**src/rtl/fpu_pkg.sv**
```systemverilog
`default_nettype none
// ============================================================================
// Module   : fpu_pkg
// Purpose  : Shared opcodes, FSM states and command layout for the FPU front end
// Revision : 1.0 - initial release
// ============================================================================
package fpu_pkg;

    localparam logic [1:0] OP_ADD = 2'b00;
    localparam logic [1:0] OP_SUB = 2'b01;
    localparam logic [1:0] OP_MUL = 2'b10;
    localparam logic [1:0] OP_DIV = 2'b11;

    typedef enum logic [1:0] {
        ST_IDLE   = 2'd0,
        ST_RUN    = 2'd1,
        ST_RESULT = 2'd2
    } state_t;

    // The tag sits above this struct in the FIFO word: {tag, sel, b, a}
    typedef struct packed {
        logic [1:0]  sel;
        logic [31:0] b;
        logic [31:0] a;
    } cmd_op_t;

    localparam int c_CMD_OP_W = $bits(cmd_op_t);

endpackage
`default_nettype wire

```
**src/rtl/fpu_cmd_fifo.sv**
```systemverilog
`default_nettype none
// ============================================================================
// Module   : fpu_cmd_fifo
// Purpose  : Parameterised synchronous FIFO with full/empty flags and count
// Revision : 1.0 - initial release
// ============================================================================
module fpu_cmd_fifo #(
    parameter int DEPTH = 4,
    parameter int WIDTH = 70
) (
    input  logic                       clk,
    input  logic                       rst_n,
    input  logic                       i_push,
    input  logic [WIDTH-1:0]           i_data,
    input  logic                       i_pop,
    output logic [WIDTH-1:0]           o_data,
    output logic                       o_full,
    output logic                       o_empty,
    output logic [$clog2(DEPTH):0]     o_count
);

    localparam int c_AW = $clog2(DEPTH);
    localparam logic [c_AW:0] c_FULL_CNT = (c_AW+1)'(DEPTH);

    logic [WIDTH-1:0] r_mem [DEPTH];
    logic [c_AW-1:0]  r_wr_ptr;
    logic [c_AW-1:0]  r_rd_ptr;
    logic [c_AW:0]    r_count;
    logic             w_push;
    logic             w_pop;

    // A full FIFO refuses a push even when a pop frees a slot on the same edge
    assign w_push  = i_push && !o_full;
    assign w_pop   = i_pop && !o_empty;
    assign o_full  = (r_count == c_FULL_CNT);
    assign o_empty = (r_count == '0);
    assign o_count = r_count;
    assign o_data  = r_mem[r_rd_ptr];

    always_ff @(posedge clk) begin
        if (w_push) begin
            r_mem[r_wr_ptr] <= i_data;
        end
    end

    always_ff @(posedge clk or negedge rst_n) begin
        if (!rst_n) begin
            r_wr_ptr <= '0;
            r_rd_ptr <= '0;
            r_count  <= '0;
        end else begin
            if (w_push) r_wr_ptr <= r_wr_ptr + 1'b1;
            if (w_pop)  r_rd_ptr <= r_rd_ptr + 1'b1;
            case ({w_push, w_pop})
                2'b10:   r_count <= r_count + 1'b1;
                2'b01:   r_count <= r_count - 1'b1;
                default: r_count <= r_count;
            endcase
        end
    end

endmodule
`default_nettype wire

```
**src/rtl/fpu_issue_ctrl.sv**
```systemverilog
`default_nettype none
// ============================================================================
// Module   : fpu_issue_ctrl
// Purpose  : Buffers tagged FP ALU commands, sequences the ALU, returns results
// Revision : 1.0 - initial release
// ============================================================================
module fpu_issue_ctrl
    import fpu_pkg::*;
#(
    parameter int DEPTH   = 4,
    parameter int ALU_LAT = 2,
    parameter int TAG_W   = 4
) (
    input  logic             control,
    input  logic             reset,
    input  logic             cmd_valid,
    output logic             cmd_ready,
    input  logic [31:0]      cmd_a,
    input  logic [31:0]      cmd_b,
    input  logic [1:0]       cmd_sel,
    input  logic [TAG_W-1:0] cmd_tag,
    output logic [31:0]      alu_A,
    output logic [31:0]      alu_B,
    output logic [1:0]       alu_select,
    input  logic [31:0]      alu_out,
    input  logic             alu_exception,
    input  logic             alu_zeroDiv,
    output logic             res_valid,
    input  logic             res_ready,
    output logic [31:0]      res_data,
    output logic [TAG_W-1:0] res_tag,
    output logic             res_exception,
    output logic             res_zeroDiv,
    output logic             sticky_exc,
    output logic             sticky_zdiv,
    input  logic             clr_sticky,
    output logic             busy
);

    localparam int c_WORD_W = TAG_W + c_CMD_OP_W;
    localparam int c_CNT_W  = (ALU_LAT > 1) ? $clog2(ALU_LAT) : 1;
    localparam logic [c_CNT_W-1:0] c_CNT_LOAD = c_CNT_W'(ALU_LAT - 1);

    state_t               r_state;
    state_t               w_state_nxt;
    logic [c_CNT_W-1:0]   r_cnt;
    logic [31:0]          r_alu_a;
    logic [31:0]          r_alu_b;
    logic [1:0]           r_alu_sel;
    logic [TAG_W-1:0]     r_tag;
    logic                 r_res_valid;
    logic [31:0]          r_res_data;
    logic [TAG_W-1:0]     r_res_tag;
    logic                 r_res_exc;
    logic                 r_res_zdiv;
    logic                 r_sticky_exc;
    logic                 r_sticky_zdiv;

    logic                 w_pop;
    logic                 w_capture;
    logic                 w_res_take;
    logic                 w_full;
    logic                 w_empty;
    logic [c_WORD_W-1:0]  w_head;
    logic [$clog2(DEPTH):0] w_count;
    cmd_op_t              w_head_op;
    logic [TAG_W-1:0]     w_head_tag;

    fpu_cmd_fifo #(
        .DEPTH (DEPTH),
        .WIDTH (c_WORD_W)
    ) u_fifo (
        .clk     (control),
        .rst_n   (reset),
        .i_push  (cmd_valid),
        .i_data  ({cmd_tag, cmd_sel, cmd_b, cmd_a}),
        .i_pop   (w_pop),
        .o_data  (w_head),
        .o_full  (w_full),
        .o_empty (w_empty),
        .o_count (w_count)
    );

    assign w_head_op  = cmd_op_t'(w_head[c_CMD_OP_W-1:0]);
    assign w_head_tag = w_head[c_WORD_W-1:c_CMD_OP_W];

    always_ff @(posedge control or negedge reset) begin
        if (!reset) begin
            r_state <= ST_IDLE;
        end else begin
            r_state <= w_state_nxt;
        end
    end

    always_comb begin
        w_state_nxt = r_state;
        w_pop       = 1'b0;
        w_capture   = 1'b0;
        w_res_take  = 1'b0;
        case (r_state)
            ST_IDLE: begin
                if (!w_empty) begin
                    w_pop       = 1'b1;
                    w_state_nxt = ST_RUN;
                end
            end
            ST_RUN: begin
                if (r_cnt == '0) begin
                    w_capture   = 1'b1;
                    w_state_nxt = ST_RESULT;
                end
            end
            ST_RESULT: begin
                if (res_ready) begin
                    w_res_take = 1'b1;
                    if (!w_empty) begin
                        w_pop       = 1'b1;
                        w_state_nxt = ST_RUN;
                    end else begin
                        w_state_nxt = ST_IDLE;
                    end
                end
            end
            default: w_state_nxt = ST_IDLE;
        endcase
    end

    always_ff @(posedge control or negedge reset) begin
        if (!reset) begin
            r_cnt         <= '0;
            r_alu_a       <= '0;
            r_alu_b       <= '0;
            r_alu_sel     <= '0;
            r_tag         <= '0;
            r_res_valid   <= 1'b0;
            r_res_data    <= '0;
            r_res_tag     <= '0;
            r_res_exc     <= 1'b0;
            r_res_zdiv    <= 1'b0;
            r_sticky_exc  <= 1'b0;
            r_sticky_zdiv <= 1'b0;
        end else begin
            if (w_pop) begin
                r_alu_a   <= w_head_op.a;
                r_alu_b   <= w_head_op.b;
                r_alu_sel <= w_head_op.sel;
                r_tag     <= w_head_tag;
                r_cnt     <= c_CNT_LOAD;
            end else if (r_state == ST_RUN && r_cnt != '0) begin
                r_cnt <= r_cnt - 1'b1;
            end

            if (w_capture) begin
                r_res_data <= alu_out;
                r_res_tag  <= r_tag;
                r_res_exc  <= alu_exception;
                r_res_zdiv <= alu_zeroDiv;
            end

            if (w_capture) begin
                r_res_valid <= 1'b1;
            end else if (w_res_take) begin
                r_res_valid <= 1'b0;
            end

            // A capture that sets a flag outranks a clear on the same edge
            r_sticky_exc  <= (r_sticky_exc  & ~clr_sticky) | (w_capture & alu_exception);
            r_sticky_zdiv <= (r_sticky_zdiv & ~clr_sticky) | (w_capture & alu_zeroDiv);
        end
    end

    assign cmd_ready     = !w_full;
    assign busy          = (w_count != '0) || (r_state != ST_IDLE);
    assign alu_A         = r_alu_a;
    assign alu_B         = r_alu_b;
    assign alu_select    = r_alu_sel;
    assign res_valid     = r_res_valid;
    assign res_data      = r_res_data;
    assign res_tag       = r_res_tag;
    assign res_exception = r_res_exc;
    assign res_zeroDiv   = r_res_zdiv;
    assign sticky_exc    = r_sticky_exc;
    assign sticky_zdiv   = r_sticky_zdiv;

endmodule
`default_nettype wire

```
**config.mk**
```make
export PLATFORM = sky130hd
export DESIGN_NAME = fpu_issue_ctrl
export DESIGN_NICKNAME = d
export VERILOG_FILES = /design/src/rtl/fpu_pkg.sv /design/src/rtl/fpu_cmd_fifo.sv /design/src/rtl/fpu_issue_ctrl.sv
export SDC_FILE = /design/constraint.sdc
export NUM_CORES = 1
export LEC_CHECK = 0
export ABC_AREA = 1
export CAP_MARGIN = 5
export CORE_ASPECT_RATIO = 1.4
export CORE_MARGIN = 1.5
export CORE_UTILIZATION = 35
export CTS_BUF_LIST = sky130_fd_sc_hd__clkbuf_16
export DETAILED_ROUTE_END_ITERATION = 8
export PLACE_DENSITY = 0.56
export SYNTH_ARGS = -nofsm -noshare
export SYNTH_HDL_FRONTEND = slang
export SYNTH_SLANG_ARGS = --single-unit
```
**constraint.sdc**
```tcl
create_clock -name control -period 9.9 [get_ports control]
set_input_delay 2.475 -clock control [delete_from_list [all_inputs] [get_ports control]]
set_output_delay 2.475 -clock control [all_outputs]
set_load 0.05 [all_outputs]
```
Word-level counts from Yosys, hierarchy flattened
Memories as Yosys holds them, arrays and structs flattened. A register that Yosys moved wholly into a read port is not among the register bits.
Cells that the tools add are included.
{ "classes": {"muxes": 19, "bitwise_logic": 7, "n_eq_ne": 8, "n_reduce_logical": 15, "add_sub_neg": 5} }
{ "ops": {"columns": ["op", "n"], "rows": [
  ["$mux 1", 13],
  ["$reduce_bool 2->1", 4],
  ["$mux 2", 3],
  ["$ne 2x2->1 const B", 3],
  ["$pmux 2 s3", 1],
  ["$pmux 3 s2", 1],
  ["$add 2x1->2 const B", 2],
  ["$and 1x1->1", 4],
  ["$eq 2x1->1 const B", 2],
  ["$eq 2x2->1 const B", 2],
  ["$add 3x1->3 const B", 1],
  ["$eq 3x3->1 const B", 1],
  ["$logic_and 1x1->1", 3],
  ["$logic_not 1->1", 3],
  ["$logic_not 3->1", 1],
  ["$reduce_and 3->1", 1],
  ["$reduce_bool 3->1", 1],
  ["$sub 3x1->3 const B", 1],
  ["$logic_not 2->1", 1],
  ["$or 1x1->1", 2],
  ["$pmux 1 s2", 1],
  ["$logic_or 1x1->1", 1],
  ["$not 1->1", 1],
  ["$sub 1x1->1 const B", 1]
]} }
{ "totals": {"regBits": 51, "inputBits": 109, "wordCells": 67, "ramBits": 280, "mem_count": 1, "out_inout_bits": 109} }
{ "memory_table": {"columns": ["memory", "depth", "width", "read_ports", "rd_clocked_by_memory_dff", "wr", "line_no", "source"], "rows": [
  ["u_fifo.r_mem", 4, 70, 1, 1, 1, "fpu_cmd_fifo.sv:25", "logic [WIDTH-1:0] r_mem [DEPTH];"]
]} }

Depth between registers and ports, before layout
Gate-level depths: netlist of the first run.
{ "depth": {"depth_word": 7, "depth_mapped": 11, "mapped_depth_nobuf": 10} }

Hierarchy
Synthesis of the first run repeated with hierarchy kept, for this count alone.
{ "unflattened": {"cells_unflattened": 1380, "area_unflattened_um2": 16280.6} }
{ "by_module_without_submodules": {"columns": ["mod", "area_per_inst_um2", "instances", "cells_per_inst"], "rows": [
  ["fpu_cmd_fifo", 11691.2, 1, 878],
  ["fpu_issue_ctrl", 4589.4, 1, 502]
]} }

Worst setup path before layout of the first run
OpenSTA, ideal clock, no wires.
{ "synth_timing": {"path_type": "input -> register", "startpoint": "input cmd_valid", "endpoint": "memory u_fifo.r_mem[0][0] (enable)", "slack_ps": 3798, "arrival_ps": 5603, "path_buffers": 0, "cell_stages": 2, "cell_sequence": "nand2_1 -> nor2_1"} }
{ "synth_between": {"elab_chain_len": 3} }
{ "synth_rtl": {"columns": ["element", "line_no", "source"], "rows": [
  ["from (decl)", "fpu_issue_ctrl.sv:16", "input logic cmd_valid,"],
  ["$logic_and 1x1->1", "fpu_cmd_fifo.sv:33", "assign w_push = i_push && !o_full;"],
  ["$mux 1", "fpu_cmd_fifo.sv:41", "if (w_push) begin"],
  ["$mux 1 (not written as such)", "fpu_cmd_fifo.sv:42", "r_mem[r_wr_ptr] <= i_data;"],
  ["to (decl)", "fpu_cmd_fifo.sv:25", null]
]} }
No other way between the ends.

Final worst setup path of the first run
{ "layout_timing": {"startpoint": "register u_fifo.r_count[0], in the netlist u_fifo.o_count[0]", "endpoint": "output busy"} }
{ "layout_between": {"elab_chain_len": 2} }
{ "layout_rtl": {"columns": ["element", "line_no", "source"], "rows": [
  ["from (decl)", "fpu_cmd_fifo.sv:28", "logic [c_AW:0] r_count;"],
  ["from (signal assigned)", "fpu_cmd_fifo.sv:55", "2'b10: r_count <= r_count + 1'b1;"],
  ["from (signal assigned)", "fpu_cmd_fifo.sv:56", "2'b01: r_count <= r_count - 1'b1;"],
  ["from (signal assigned)", "fpu_cmd_fifo.sv:57", "default: r_count <= r_count;"],
  ["$reduce_bool 3->1", "fpu_issue_ctrl.sv:173", "assign busy = (w_count != '0) || (r_state != ST_IDLE);"],
  ["$logic_or 1x1->1", "fpu_issue_ctrl.sv:173", null],
  ["to (decl)", "fpu_issue_ctrl.sv:37", "output logic busy"]
]} }
No other way between the ends.

==> results of run 1 <==
==> power breakdown <==
part / internal [W] / total (W) / leakage (nW) / switching (W)
Sequential: 0.00231 / 0.00252 / 4.05 / 0.000210
Combinational: 0.000840 / 0.00289 / 4.73 / 0.00205
Clock: 0.000894 / 0.00154 / 0.683 / 0.000647
Total: 0.00405 / 0.00695 / 9.46 / 0.00290
==> layout make-up <==
cell class,instances,area (sq um),area share (%)
flip-flops and latches,401,11440,55.78
multi-input cells,861,3551,17.31
repair buffers,228,2256,11.00
inverters,302,1137,5.544
clock buffers,41,1026,5.001
well taps,617,772.0,3.763
clock inverters,33,326.6,1.592
diodes,1,2.502,0.01220
==> routing by layer <==
layer  share of wire (%)  vias up  routed length, um  track usage (%)
met1                  41     5142              15750            18.28
met4                 2.4        2                910            5.217
li1                    -     5430                  -                -
met5               0.034        -                 13                0
met2                  52      228              19980            29.57
met3                 4.3       49               1630            2.780
==> worst max-delay path, cell delays in order, from the launching register on <==
cell             delay (ns)
dfrtp_1                0.43
inv_2                  0.05
nand3_1                0.17
inv_2                  0.08
nand3_1                0.08
clkdlybuf4s50_1        0.82
==> path summary, 6_finish.rpt <==
kind                                 to  slack [ns]
hold reg to reg            res_data[22]        0.47
setup reg to reg              alu_B[20]        7.15
setup / recovery                   busy        5.26
max in group asynchronous      alu_A[5]        6.74
hold / removal             res_data[22]        0.47
min in group asynchronous      alu_B[7]        1.95
==> state kept, by name (all words and copies together), names as in the netlist, 2 cells and up <==
name             count
r_tag                4
alu_select           2
alu_B               32
u_fifo.r_mem       280
res_data            32
u_fifo.r_wr_ptr      2
res_tag              4
u_fifo.o_count       3
alu_A               32
r_state              2
u_fifo.r_rd_ptr      2
==> placed cells by master (no fill, tap or decap) <==
master	instances
a21oi_1	1
buf_4	11
buf_6	1
bufinv_16	5
clkbuf_16	41
clkdlybuf4s50_1	216
clkinv_1	6
clkinv_16	1
clkinv_2	11
clkinv_8	1
clkinvlp_2	1
clkinvlp_4	1
dfrtp_1	119
dfrtp_4	2
diode_2	1
edfxtp_1	280
fa_1	1
ha_1	5
inv_1	302
inv_2	3
inv_4	1
inv_6	3
nand2_1	691
nand2_4	1
nand3_1	145
nor2_2	1
nor2_4	5
o21ai_0	6
o21ai_1	1
xnor2_1	1
xor2_1	3
==> per-stage QoR <==
stage | setup slack [ns] | cells | cell area, sq um | total power [W]
CTS | 5.227 | 2483 | 20510 | 0.007069
finish | 5.261 | 2484 | 20510 | 0.006953
floorplan | 3.798 | 1633 | 16470 | 0.004555
global route | 5.173 | 2484 | 20510 | 0.007396
detailed placement | 4.896 | 2409 | 19160 | 0.005508
global placement | 4.967 | 2409 | 19160 | 0.005469
==> cell families after synthesis <==
| family | share of synthesized area (%) |
|---|---|
| AO/OA/AOI/OAI | 0.2431 |
| XOR/XNOR | 0.2128 |
| adder cells (fa/ha/maj) | 0.5014 |
| buffers and inverters | 9.230 |
| flip-flops | 69.44 |
| AND/OR/NAND/NOR | 20.38 |
==> flow_metrics.py, run 1 <==
metrics = {
    "run_status": {
        "status": "complete, no violations",
    },
    "global_routing": {
        "overflow": 0,
        "grt_use_total_pct": 15.85,
        "grt_first_pass_wirelength_mm": 60.33,
        "grt_start_max_net_pins": 105,
        "antenna_found_initial": 2,
        "grt_pass1_vias": 11028,
    },
    "sta": {
        "period_needed_ns": 4.639,
        "final.setup.tns_ns": 0,
        "setup_viol": 0,
        "worstMarginPinSlew_ns": 1.220,
        "slew-limit-headroom_pct": 18.57,
        "rsz0062_at_grt": "false",
        "finalHoldViolCount": 0,
        "max_freq_mhz": 215.6,
        "hold_ws_ns": 0.4667,
        "min_period_over_period_pct": 46.85,
        "slew_violations": 0,
        "fin_skew_ns": 0.01939,
    },
    "critical_path": {
        "cp-end-kind": "primary output",
        "arrival_ns": 2.16,
        "cp-start-kind": "register",
        "crit_start": "u_fifo.o_count[0]",
        "crit_required_ns": 7.43,
        "ff2ff_path_depth": 7,
        "r2r_start": "u_fifo.r_rd_ptr[0]",
        "worst-setup-path-type": "register to primary output",
        "path_max_fanout": 3,
    },
    "placed_design": {
        "dp.final_hpwl_mm": 22.38,
        "portBuffers": 217,
        "place_congestion": 0.7505,
    },
    "yosys": {
        "synth_cells": 1633,
        "synth.top_cell.area_share_pct": 51.05,
        "synth_edf_count": 280,
        "yosys.area.top_type": "edfxtp_1",
        "yosysMostFrequentCell": "nand2_1",
        "ys_seq_area_share_pct": 69.44,
        "yosysWarnings": 0,
        "ys_ff_latch": 401,
        "syn_area_sq_mm": 0.01647,
        "ys.flop_type": "edfxtp_1",
        "yosysUniqueCellTypes": 21,
        "synth_common_cells": "nand2_1 (692), inv_1 (297), edfxtp_1 (280), nand3_1 (145), dfrtp_1 (121)",
        "synthTopCellsByArea": "edfxtp_1 (51%), dfrtp_1 (18%), nand2_1 (16%)",
        "avgSynthCellArea_sq_um": 10.09,
        "synth_nets": 1748,
        "async_flop_share_pct": 30.17,
    },
    "clocking": {
        "clock-sinks": 401,
        "cts_hold_buf": 0,
        "h-tree-depth": 2,
        "post_cts_buffers": 0,
        "cts_buffer_depth": 3,
        "clkTransAtPathRegs_ns": 0.06,
        "clockRootBuffer": "clkbuf_16",
        "worstSkewPairLatency_ns": 0.55,
        "cts_tree": "done",
        "postCtsResizedCells": 0,
        "cts-buffers-inserted": 40,
    },
    "pwr": {
        "powerDensity_mw_per_mm2": 338.9,
        "leakage_nw": 9.457,
        "vdd_drop_max_v": 0.0002296,
    },
    "floorplanning": {
        "start_util_pct": 35.65,
        "coreArea_sq_mm": 0.04620,
        "die_w_um": 186.3,
        "num_rows": 93,
        "dieArea_sq_mm": 0.04838,
        "ios": 218,
        "die_h_um": 259.7,
    },
    "finish": {
        "area_growth_pct": 24.56,
        "fillers": 4333,
        "drive_gt1_share_pct": 4.770,
        "finish.net_count": 1949,
        "final_util_pct": 44.41,
    },
    "worst_hold_path": {
        "hold_class": "register to register",
        "min-delay-start": "res_data[22]",
        "hold_path_depth": 2,
    },
    "drt": {
        "wirelength_mm": 38.29,
        "drc": 0,
        "dr.pass1.iters": 4,
        "wire_per_inst_um": 15.41,
        "dr.first_iter.drc_count": 519,
        "avgViaCountPerCell": 4.368,
        "vias": 10851,
        "final_antenna_net_count": 0,
    },
    "flow_run": {
        "cap_violations": 0,
    },
}
Power figures use the tool's default switching activity.
==> run 2, diff against run 1 <==
- PLACE_DENSITY: 0.56 -> 0.58
- clock period: 9.9 -> 4.11 ns (I/O delays scaled with it)
==> run 2 against run 1 <==
Effect of this change: sequential power rose by 140%; utilization is 0.065 points higher; global-route usage down 0.30 points; critical path depth unchanged; flip-flop and latch count stayed put; design area rose by 0.15%; total power increased by 140%; via count up 1.2%; final cell count about the same; worst hold slack better by 0.0031 ns; clock power rose by 140%; critical path type unchanged; largest cell class unchanged; largest power group unchanged.
==> flow_metrics.py, run 2 (same netlist as run 1, synthesis figures left out) <==
metrics = {
    "placed_design": {
        "place_congestion": 0.7718,
        "portBuffers": 217,
        "dp.final_hpwl_mm": 21.96,
    },
    "global_routing": {
        "grt_pass1_vias": 10886,
        "antenna_found_initial": 4,
        "overflow": 0,
        "grt_start_max_net_pins": 100,
        "grt_use_total_pct": 15.54,
        "grt_first_pass_wirelength_mm": 59.43,
    },
    "drt": {
        "avgViaCountPerCell": 4.417,
        "vias": 10976,
        "wire_per_inst_um": 15.30,
        "drc": 0,
        "dr.pass1.iters": 5,
        "dr.first_iter.drc_count": 518,
        "final_antenna_net_count": 0,
        "wirelength_mm": 38.03,
    },
    "clocking": {
        "worstSkewPairLatency_ns": 0.55,
        "h-tree-depth": 2,
        "clkTransAtPathRegs_ns": 0.06,
        "cts_buffer_depth": 3,
        "post_cts_buffers": 0,
        "cts-buffers-inserted": 40,
        "clock-sinks": 401,
        "cts_tree": "done",
        "postCtsResizedCells": 0,
        "clockRootBuffer": "clkbuf_16",
        "cts_hold_buf": 0,
    },
    "critical_path": {
        "worst-setup-path-type": "register to primary output",
        "worst-path-buf-inv": 3,
        "cp-end-kind": "primary output",
        "path_max_fanout": 3,
        "crit_required_ns": 3.08,
        "path_delay_family": "buffers and inverters",
        "crit_path_max_incr_delay_ns": 0.82,
        "timing.critical_path.cells": "inv_2 > nand3_1 > inv_2 > nand3_1 > clkdlybuf4s50_1",
        "crit_slowest_cell": "clkdlybuf4s50_1",
        "arrival_ns": 2.18,
        "cp-start-kind": "register",
    },
    "sta": {
        "hold_ws_ns": 0.4698,
        "slew_violations": 0,
        "setup_viol": 0,
        "min_period_over_period_pct": 77.96,
        "rsz0062_at_grt": "false",
        "period_needed_ns": 3.204,
        "slew-limit-headroom_pct": 21.00,
        "finalHoldViolCount": 0,
        "worstMarginPinSlew_ns": 1.184,
        "fin_skew_ns": 0.02708,
        "max_freq_mhz": 312.1,
    },
    "floorplanning": {
        "die_w_um": 186.3,
        "dieArea_sq_mm": 0.04838,
        "start_util_pct": 35.65,
        "die_h_um": 259.7,
        "coreArea_sq_mm": 0.04620,
        "ios": 218,
        "num_rows": 93,
    },
    "finish": {
        "largest_reg_flops": 280,
        "drive_gt1_share_pct": 4.502,
        "finish.net_count": 1951,
        "final_common_cell": "nand2_1",
        "area_growth_pct": 24.74,
        "top_register": "u_fifo.r_mem",
        "final_util_pct": 44.47,
        "most-common-layout-cells": "nand2_1 (691), inv_1 (306), edfxtp_1 (280)",
    },
    "pwr": {
        "powerDensity_mw_per_mm2": 814.8,
        "vdd_drop_max_v": 0.0004258,
        "leakage_nw": 9.466,
    },
    "flow_run": {
        "cap_violations": 0,
    },
    "run_status": {
        "status": "complete, no violations",
    },
    "worst_hold_path": {
        "hold_class": "register to register",
    },
}
run 2: path summary, 6_finish.rpt:
path,start,end,slack (ns),cells after the start
min reg2reg,res_exception,res_exception,0.47,2
max reg2reg,u_fifo.r_rd_ptr[0],alu_B[30],1.64,6
max in group asynchronous,reset,alu_B[8],2.74,2
min,res_exception,res_exception,0.47,2
min in group asynchronous,reset,u_fifo.r_rd_ptr[0],0.60,1
max,u_fifo.o_count[0],busy,0.91,5
run 2: per-layer routing:
layer | track usage, % | up-vias | part of all wire, %
met2 | 27.97 | 254 | 50
li1 | - | 5431 | -
met1 | 18.07 | 5219 | 41
met4 | 6.481 | 4 | 3.1
met3 | 3.036 | 68 | 5.2
met5 | 0 | - | 0.068
run 2: final cells by class:
| class | count | area, sq um |
|---|---|---|
| Fill cell | 4264 | 25650 |
| Sequential cell | 401 | 11440 |
| Multi-Input combinational cell | 861 | 3551 |
| Timing Repair Buffer | 230 | 2321 |
| Inverter | 302 | 1137 |
| Clock buffer | 40 | 1001 |
| Tap cell | 617 | 772.0 |
| Clock inverter | 32 | 314.1 |
| Antenna cell | 2 | 5.005 |
run 2: tightest hold or removal path, cell delays in order, from the launching register on:
cell and delay [ns]:
dfrtp_1 0.34, nand2_1 0.05, nand2_1 0.05
run 2: where the power goes:
part           total, W  switching [W]  internal [W]  leakage, nW
clock network   0.00368        0.00152       0.00215        0.669
logic           0.00700        0.00494       0.00207         4.75
registers       0.00606       0.000498       0.00556         4.05
total            0.0167        0.00696       0.00978         9.47
run 2: stage by stage:
step	setup WS (ns)	cell area, sq um	TNS, ns	std cells	total power (W)
after floorplan	-0.5443	16470	-152.41	1633	0.01097
after global placement	1.117	19220	0	2411	0.01315
after detailed placement	1.128	19220	0	2411	0.01327
after CTS	0.8531	20540	0	2483	0.01702
after global routing	0.7920	20540	0	2485	0.01780
final	0.9058	20540	0	2485	0.01674
==> run 3, diff against run 2 <==
- clock period: 4.11 -> 2.93 ns (I/O delays scaled with it)
==> run 3 against run 2 <==
Effect of this change: worst hold slack worse by 0.32 ns; critical path type unchanged; highest routed layer is now met4; flip-flop and latch count unchanged; worst setup slack worse by 0.70 ns; first-iteration DRC count grew 28%; sequential power is 40% higher; clock power up 35%.
==> flow_metrics.py, run 3 (same netlist as run 1, synthesis figures left out) <==
metrics = {
    "sta": {
        "setup_viol": 0,
        "period_needed_ns": 2.719,
        "rsz0062_at_grt": "false",
        "min_period_over_period_pct": 92.81,
        "slew_violations": 0,
        "finalHoldViolCount": 0,
        "max_freq_mhz": 367.7,
        "worstMarginPinSlew_ns": 0.6673,
        "setup_slack_ns": 0.2106,
        "slew-limit-headroom_pct": 55.51,
        "fin_skew_ns": 0.02045,
    },
    "placed_design": {
        "detailedPlace.worstSlack_ns": 0.3401,
        "dp.final_hpwl_mm": 22.85,
        "dpl_cell_area_sq_mm": 0.01945,
        "place_congestion": 0.7738,
        "portBuffers": 217,
    },
    "clocking": {
        "h-tree-depth": 2,
        "cts-buffers-inserted": 40,
        "cts_hold_buf": 0,
        "cts_buffer_depth": 3,
        "cts_tree": "done",
        "clockRootBuffer": "clkbuf_16",
        "clock-sinks": 401,
        "clkTransAtPathRegs_ns": 0.06,
        "worstSkewPairLatency_ns": 0.54,
    },
    "floorplanning": {
        "ios": 218,
        "coreArea_sq_mm": 0.04620,
        "die_w_um": 186.3,
        "start_util_pct": 35.65,
        "num_rows": 93,
        "die_h_um": 259.7,
        "dieArea_sq_mm": 0.04838,
    },
    "global_routing": {
        "grt_start_max_net_pins": 80,
        "grt_use_total_pct": 15.82,
        "antenna_found_initial": 3,
        "overflow": 0,
        "grt_pass1_vias": 11197,
        "grt_first_pass_wirelength_mm": 60.53,
    },
    "run_status": {
        "status": "complete, no violations",
    },
    "drt": {
        "wirelength_mm": 37.99,
        "wire_per_inst_um": 15.18,
        "dr.first_iter.drc_count": 661,
        "dr.pass1.iters": 7,
        "avgViaCountPerCell": 4.395,
        "vias": 10997,
        "drc": 0,
        "final_antenna_net_count": 0,
    },
    "worst_hold_path": {
        "hold_class": "input pin to asynchronous set/reset pin",
    },
    "pwr": {
        "power.internal_w": 0.01374,
        "sw_frac_of_total_pct": 41.61,
        "p_sw_w": 0.009791,
        "clkPwrFrac_pct": 21.0,
        "leakage_nw": 9.589,
        "share_seq_of_total_power_pct": 36.2,
        "powerDensity_mw_per_mm2": 1134,
        "p_total_w": 0.02353,
        "combPwrFrac_pct": 42.8,
        "vdd_drop_max_v": 0.0005263,
    },
    "finish": {
        "most-common-layout-cells": "nand2_1 (691), inv_1 (309), edfxtp_1 (280)",
        "drive_gt1_share_pct": 5.260,
        "finish.net_count": 1965,
        "top_register": "u_fifo.r_mem",
        "area_growth_pct": 25.92,
        "largest_reg_flops": 280,
        "fillers": 4281,
        "final_common_cell": "nand2_1",
        "final_area_sq_mm": 0.02074,
    },
    "flow_run": {
        "cap_violations": 0,
    },
    "critical_path": {
        "cp-end-kind": "primary output",
        "r2r_start": "u_fifo.o_count[1]",
        "arrival_ns": 1.99,
        "worst-setup-path-type": "register to primary output",
        "cp-start-kind": "register",
        "r2r_slack_ns": 1.04,
        "path_max_fanout": 3,
        "r2r_end": "u_fifo.o_count[2]",
        "crit_required_ns": 2.20,
        "ff2ff_path_depth": 9,
    },
}
-- run 3: how the worst max path moves through the flow --
stage	slack, ns	endpoint	startpoint
global route	0.12	cmd_ready	u_fifo.o_count[1]
floorplan	-0.57	u_fifo.r_mem[0][0]	u_fifo.o_count[1]
finish	0.21	cmd_ready	u_fifo.o_count[0]
detailed placement	0.34	u_fifo.o_count[2]	res_ready
CTS	0.03	busy	u_fifo.o_count[0]
global placement	0.36	u_fifo.o_count[2]	res_ready
-- run 3: metrics by stage --
step	std cells	util [%]	TNS, ns	hold slack [ns]
6_report	2502	44.89	0	0.1450
5_1_grt	2502	44.89	0	0.1712
4_1_cts	2499	44.87	0	0.1641
3_5_place_dp	2425	42.11	0	0.4572
3_3_place_gp	2425	42.11	0	0.4527
2_1_floorplan	1633	-	-158.71	0.4369
-- run 3: final cells by class --
type | count | area (sq um) | area share, %
diodes | 3 | 7.507 | 0.03620
clock buffers | 42 | 1051 | 5.068
clock inverters | 32 | 222.7 | 1.074
inverters | 302 | 1137 | 5.484
multi-input cells | 861 | 3551 | 17.12
flip-flops and latches | 401 | 11440 | 55.18
well taps | 617 | 772.0 | 3.722
repair buffers | 244 | 2554 | 12.31
-- run 3: timing repair --
action | 4_1_cts | 5_1_grt
endpoints found under the setup margin | 0 | 1
setup buffers | 0 | 0
resized for setup | 0 | 1
-- run 3: metal layers --
metal  vias to the layer above  global-route usage, %  part of all wire (%)
met5                         -                      0                     0
met4                         0                  6.436                   3.3
met3                        62                  2.901                   4.7
met2                       255                  28.72                    50
met1                      5219                  18.37                    42
li1                       5461                      -                     -
-- run 3: critical path: stages, from the launching register on --
cell and delay [ns]:
dfrtp_1 0.43, inv_2 0.05, nand3_1 0.12, clkdlybuf4s50_1 0.85
-- run 3: power groups by stage --
| stage | logic, W | clock network, W | registers (W) |
|---|---|---|---|
| after floorplan | 0.00441 | 0 | 0.0110 |
| after global placement | 0.0101 | 0 | 0.00859 |
| after detailed placement | 0.0103 | 0 | 0.00863 |
| after CTS | 0.0103 | 0.00509 | 0.00853 |
| after global routing | 0.0110 | 0.00530 | 0.00869 |
| final | 0.0101 | 0.00495 | 0.00851 |
